$ cat src/rtl/seq_frame_tx.sv
// Serial frame transmitter: sync header, MSB-first payload, optional parity, idle-low gap.
// Optional parity bit after the payload is enabled by defining TX_PARITY_EN.
module seq_frame_tx #(
  parameter int                DATA_W   = 8,
  parameter int                SYNC_W   = 4,
  parameter logic [SYNC_W-1:0] SYNC_PAT = 4'b1011,
  parameter int                GAP_CYC  = 2
) (
  input  logic              i_clk,
  input  logic              i_rst,
  input  logic [DATA_W-1:0] i_din,
  input  logic              i_valid,
  output logic              o_ready,
  output logic              o_out,
  output logic              o_frame,
  output logic              o_done
);

  localparam int MAX_SD  = (SYNC_W > DATA_W) ? SYNC_W : DATA_W;
  localparam int MAX_LEN = (MAX_SD > GAP_CYC) ? MAX_SD : GAP_CYC;
  localparam int CNT_W   = $clog2(MAX_LEN + 1);

  generate
    if (GAP_CYC < 1) begin : g_bad_gap
      $error("seq_frame_tx: GAP_CYC must be at least 1");
    end
    if (DATA_W < 1 || DATA_W > 32) begin : g_bad_width
      $error("seq_frame_tx: DATA_W must be in 1..32");
    end
  endgenerate

  typedef enum logic [2:0] {
    S_IDLE,
    S_SYNC,
    S_DATA,
`ifdef TX_PARITY_EN
    S_PAR,
`endif
    S_GAP
  } state_t;

  state_t              r_state;
  state_t              w_state_nxt;
  logic [CNT_W-1:0]    r_cnt;
  logic [CNT_W-1:0]    w_cnt_nxt;
  logic [DATA_W-1:0]   r_shift;
  logic [DATA_W-1:0]   w_shift_nxt;
  logic                r_par;
  logic                w_par_nxt;
  logic                r_ready;
  logic                r_out;
  logic                r_frame;
  logic                r_done;
  logic                w_ready_nxt;
  logic                w_out_nxt;
  logic                w_frame_nxt;
  logic                w_done_nxt;
  logic                w_sync_bit;

  // Outputs are registered, so they are derived from the next state; r_cnt counts down the cycles left.
  always_comb begin
    w_state_nxt = r_state;
    w_cnt_nxt   = r_cnt - CNT_W'(1);
    w_shift_nxt = r_shift;
    w_par_nxt   = r_par;

    case (r_state)
      S_IDLE: begin
        w_cnt_nxt = r_cnt;
        if (i_valid && r_ready) begin
          w_state_nxt = S_SYNC;
          w_cnt_nxt   = CNT_W'(SYNC_W - 1);
          w_shift_nxt = i_din;
          w_par_nxt   = ^i_din;
        end
      end
      S_SYNC: begin
        if (r_cnt == '0) begin
          w_state_nxt = S_DATA;
          w_cnt_nxt   = CNT_W'(DATA_W - 1);
        end
      end
      S_DATA: begin
        if (r_cnt == '0) begin
`ifdef TX_PARITY_EN
          w_state_nxt = S_PAR;
          w_cnt_nxt   = '0;
`else
          w_state_nxt = S_GAP;
          w_cnt_nxt   = CNT_W'(GAP_CYC - 1);
`endif
        end
      end
`ifdef TX_PARITY_EN
      S_PAR: begin
        w_state_nxt = S_GAP;
        w_cnt_nxt   = CNT_W'(GAP_CYC - 1);
      end
`endif
      S_GAP: begin
        if (r_cnt == '0) begin
          w_state_nxt = S_IDLE;
          w_cnt_nxt   = '0;
        end
      end
      default: begin
        w_state_nxt = S_IDLE;
        w_cnt_nxt   = '0;
      end
    endcase

    w_sync_bit  = |(SYNC_PAT & (SYNC_W'(1) << w_cnt_nxt));
    w_out_nxt   = 1'b0;
    w_frame_nxt = 1'b0;
    w_done_nxt  = 1'b0;
    w_ready_nxt = (w_state_nxt == S_IDLE);

    // The payload bit goes out from the shift MSB, and the register shifts as that bit is emitted.
    case (w_state_nxt)
      S_SYNC: begin
        w_out_nxt   = w_sync_bit;
        w_frame_nxt = 1'b1;
      end
      S_DATA: begin
        w_out_nxt   = w_shift_nxt[DATA_W-1];
        w_shift_nxt = w_shift_nxt << 1;
        w_frame_nxt = 1'b1;
      end
`ifdef TX_PARITY_EN
      S_PAR: begin
        w_out_nxt   = w_par_nxt;
        w_frame_nxt = 1'b1;
      end
`endif
      S_GAP: begin
        w_done_nxt = (r_state != S_GAP);
      end
      default: begin
        w_out_nxt = 1'b0;
      end
    endcase
  end

  always_ff @(posedge i_clk) begin
    if (i_rst) begin
      r_state <= S_IDLE;
      r_cnt   <= '0;
      r_shift <= '0;
      r_par   <= 1'b0;
      r_ready <= 1'b1;
      r_out   <= 1'b0;
      r_frame <= 1'b0;
      r_done  <= 1'b0;
    end else begin
      r_state <= w_state_nxt;
      r_cnt   <= w_cnt_nxt;
      r_shift <= w_shift_nxt;
      r_par   <= w_par_nxt;
      r_ready <= w_ready_nxt;
      r_out   <= w_out_nxt;
      r_frame <= w_frame_nxt;
      r_done  <= w_done_nxt;
    end
  end

  assign o_ready = r_ready;
  assign o_out   = r_out;
  assign o_frame = r_frame;
  assign o_done  = r_done;

endmodule
$ cat config.mk
export PLATFORM = sky130hd
export DESIGN_NAME = seq_frame_tx
export DESIGN_NICKNAME = d
export VERILOG_FILES = /design/src/rtl/seq_frame_tx.sv
export SDC_FILE = /design/constraint.sdc
export NUM_CORES = 1
export LEC_CHECK = 0
export ABC_AREA = 0
export BUFFER_PORTS_ARGS = -buffer_cell sky130_fd_sc_hd__buf_4
export CAP_MARGIN = 0
export CELL_PAD_IN_SITES_DETAIL_PLACEMENT = 0
export CELL_PAD_IN_SITES_GLOBAL_PLACEMENT = 2
export CORE_AREA = 10 10 64 66
export CTS_CLUSTER_SIZE = 20
export DETAILED_ROUTE_END_ITERATION = 16
export DIE_AREA = 0 0 74 76
export GPL_TIMING_DRIVEN = 0
export PLACE_DENSITY_LB_ADDON = 0.1
export SYNTH_ARGS = -nofsm -noshare
export SYNTH_HDL_FRONTEND = slang
export SYNTH_SLANG_ARGS = --single-unit
$ cat constraint.sdc
create_clock -name i_clk -period 2.94 [get_ports i_clk]
set_input_delay 0.441 -clock i_clk [delete_from_list [all_inputs] [get_ports i_clk]]
set_output_delay 0.441 -clock i_clk [all_outputs]
set_load 0.01 [all_outputs]
==> results by group <==
Layout
  • Fill cells: slightly above 300
  • Area Overhead vs Synth: 17.3%
  • Nets: around 140
  • Share of cells above drive strength 1: 0.301
  • Register area: ~380 sq um
  • Commonest non-fill, non-tap cell in the layout: dfxtp_1
  • Multi-input gate area: 576 sq um
  • Antenna diode instance count: 0
  • Most frequent cells in the layout: dfxtp_1 (19), nor2_1 (16), buf_4 (14), a21oi_1 (8), nand2_1 (7)

Setup path
  • Worst Setup End Kind: flip-flop
  • Cell family with the largest share of critical-path delay: simple AND/OR/NAND/NOR gates
  • Startpoint Class: flip-flop
  • Critical Path Max Stage Delay: ~0.4 ns
  • Critical-path cell list: inv_1 -> ha_1 -> or3b_4 -> nand2_1 -> a21oi_4 -> buf_6 -> mux2i_1 -> nor2_1
  • WP data arrival: 2.11 ns
  • Slowest-stage cell, CP: dfxtp_1
  • Worst EP required: 3.14 ns
  • Crit Path Class: flip-flop to flip-flop
  • Worst Path Max Fanout: 10
  • R2R Setup Slk: 1.03 ns
  • WP buf/inv: 2

Yosys
  • Synth Register Bits: 19
  • Synthesized instance count: 105
  • Syn_nets: 117
  • Mapped Area: between 0.001 and 0.0015 sq mm
  • Yosys warning count: 0
  • Post-synthesis cell type count: 44
  • Asr flop ratio synth: 0
  • Main flop type after synthesis: dfxtp_1
  • Number of synthesized flops with an enable pin: 0
  • Seq/Total Area, Yosys: 0.379
  • Avg Cell Area, Syn: 9.56 sq um

Placed design
  • I/O Buffers: 14
  • Pre-CTS WS: between 1 and 1.5 ns
  • Post-DP HPWL: 1700 um
  • Placer Congestion: ~0.73

Min path
  • Hold Path Class: primary input to flip-flop

Die
  • Die ar.: 0.00562 sq mm
  • Die H: roughly 76 um
  • Starting Density: 0.343
  • Rows: 20
  • Core region area: 0.00293 sq mm
  • IO Pins: 15
  • Die width: 74 um

Drt
  • Detail Route Antenna Nets: 0
  • Via count: 820
  • WL/cell: between 10 and 15 um
  • Final WL: 2250 um
  • Initial DRC count: 60
  • DRC violations left: 0
  • First-pass iteration count of the detailed router: 6
  • Via/cell ratio: approximately 5.3

Clocking
  • Clock Path Buffers: 2
  • Clock Sinks: 19
  • H-tree depth: 1
  • Clock latency on the worst-skew pair: 0.31 ns
  • Post-CTS setup buffer count: 0
  • Clock transition at path regs: 0.13 ns
  • Clock Tree Root: clkbuf_4
  • TritonCTS clock tree: built
  • Num CTS Buffers: 3
  • CTS Hold Bufs: 0
  • CTS resizes: 0

GRT
  • Initial antenna violation count: 0
  • Global route overflow: 0
  • Largest net degree at the start of global routing: 12
  • Gr usage total: 0.0819
  • First-pass GRT wire length: 3730 um
  • Via count of the first global-routing pass: 835

Timing
  • Max-slew violations: 0
  • PnR worst setup slack: approximately 1.0 ns
  • Normalized max-slew margin: 0.643
  • Worst slew pin tran: 0.536 ns
  • Unrepaired setup endpoints after global routing: false
  • # setup viols final: 0
  • Final TNS setup: 0 ns
  • Final min period: 1.91 ns
  • Final hold viol count: 0
  • Period Utilization, post-route: 0.651
  • Worst Skew: 0.0186 ns
  • Max frequency: 523 MHz

Flow run
  • Max_cap viols: 0

Power and ir drop
  • Leak Pwr: 0.456 nW
  • Max VDD drop: 0.174 mV
  • Pwr dens: about 440 mW/mm^2

Outcome
  • Status: finished, final reports clean
final cells by class:
type,count,area share
Buffer,5,0.0308
Clock inverter,1,0.00425
Inverter,3,0.00956
Sequential cell,19,0.323
Tap cell,33,0.0351
Clock buffer,3,0.0191
Multi-Input combinational cell,78,0.489
Timing Repair Buffer,14,0.0893
per-stage QoR:
stage,cell area [sq um],cells,hold WS [ns],power [mW],util
2_1_floorplan,1000,105,0.442,0.360,-
3_3_place_gp,1150,152,0.522,0.393,0.393
3_5_place_dp,1150,152,0.530,0.393,0.393
4_1_cts,1180,156,0.307,0.533,0.402
5_1_grt,1180,156,0.310,0.550,0.402
6_report,1180,156,0.313,0.523,0.402
per-layer routing:
metal  global-route usage  vias to the layer above  wire length, um
li1                     -                      411                -
met1               0.0992                      384             1060
met2                0.131                       23             1070
met3               0.0208                        2              107
met4               0.0336                        0               19
met5                    0                        -                0
cells in the mapped netlist, types with 2 or more instances:
cell type	instances	area, sq um
nor2_1	16	60.1
buf_2	2	10.0
inv_1	3	11.3
o21ai_0	2	10.0
buf_6	2	22.5
nor3_1	2	10.0
nand2b_1	2	12.5
nand2_1	7	26.3
a21oi_1	8	40.0
mux2_2	2	22.5
dfxtp_1	19	380
mux2i_1	4	40.0
a211oi_1	3	22.5
a311oi_2	2	30.0
a311oi_1	2	17.5
path summary, 6_finish.rpt:
check | from | to | cells past startpoint
worst min-delay path | i_rst | o_frame | 2
worst max-delay path | r_cnt[0] | r_shift[7] | 8
worst min register to register | r_shift[7] | o_out | 2
worst max register to register | r_cnt[0] | r_shift[7] | 8
logic make-up after synthesis:
| kind of cell | Yosys count | share of synthesized area |
|---|---|---|
| AND/OR/NAND/NOR | 42 | 0.262 |
| other | 1 | 0.00374 |
| flip-flops | 19 | 0.379 |
| buffers and inverters | 8 | 0.0474 |
| AO/OA/AOI/OAI | 26 | 0.207 |
| adder cells (fa/ha/maj) | 1 | 0.0125 |
| multiplexers | 8 | 0.0885 |
registers in the layout (all words and copies together), names as in the netlist:
signal / count
o_done: 1
o_frame: 1
o_out: 1
o_ready: 1
r_cnt: 4
r_shift: 8
r_state: 3
where the power goes:
part,internal [mW],switching (mW)
sequential,0.271,0.00718
combinational,0.0530,0.0546
clock,0.0507,0.0864
total,0.375,0.148
No activity file was read; power rests on OpenSTA's default activity.
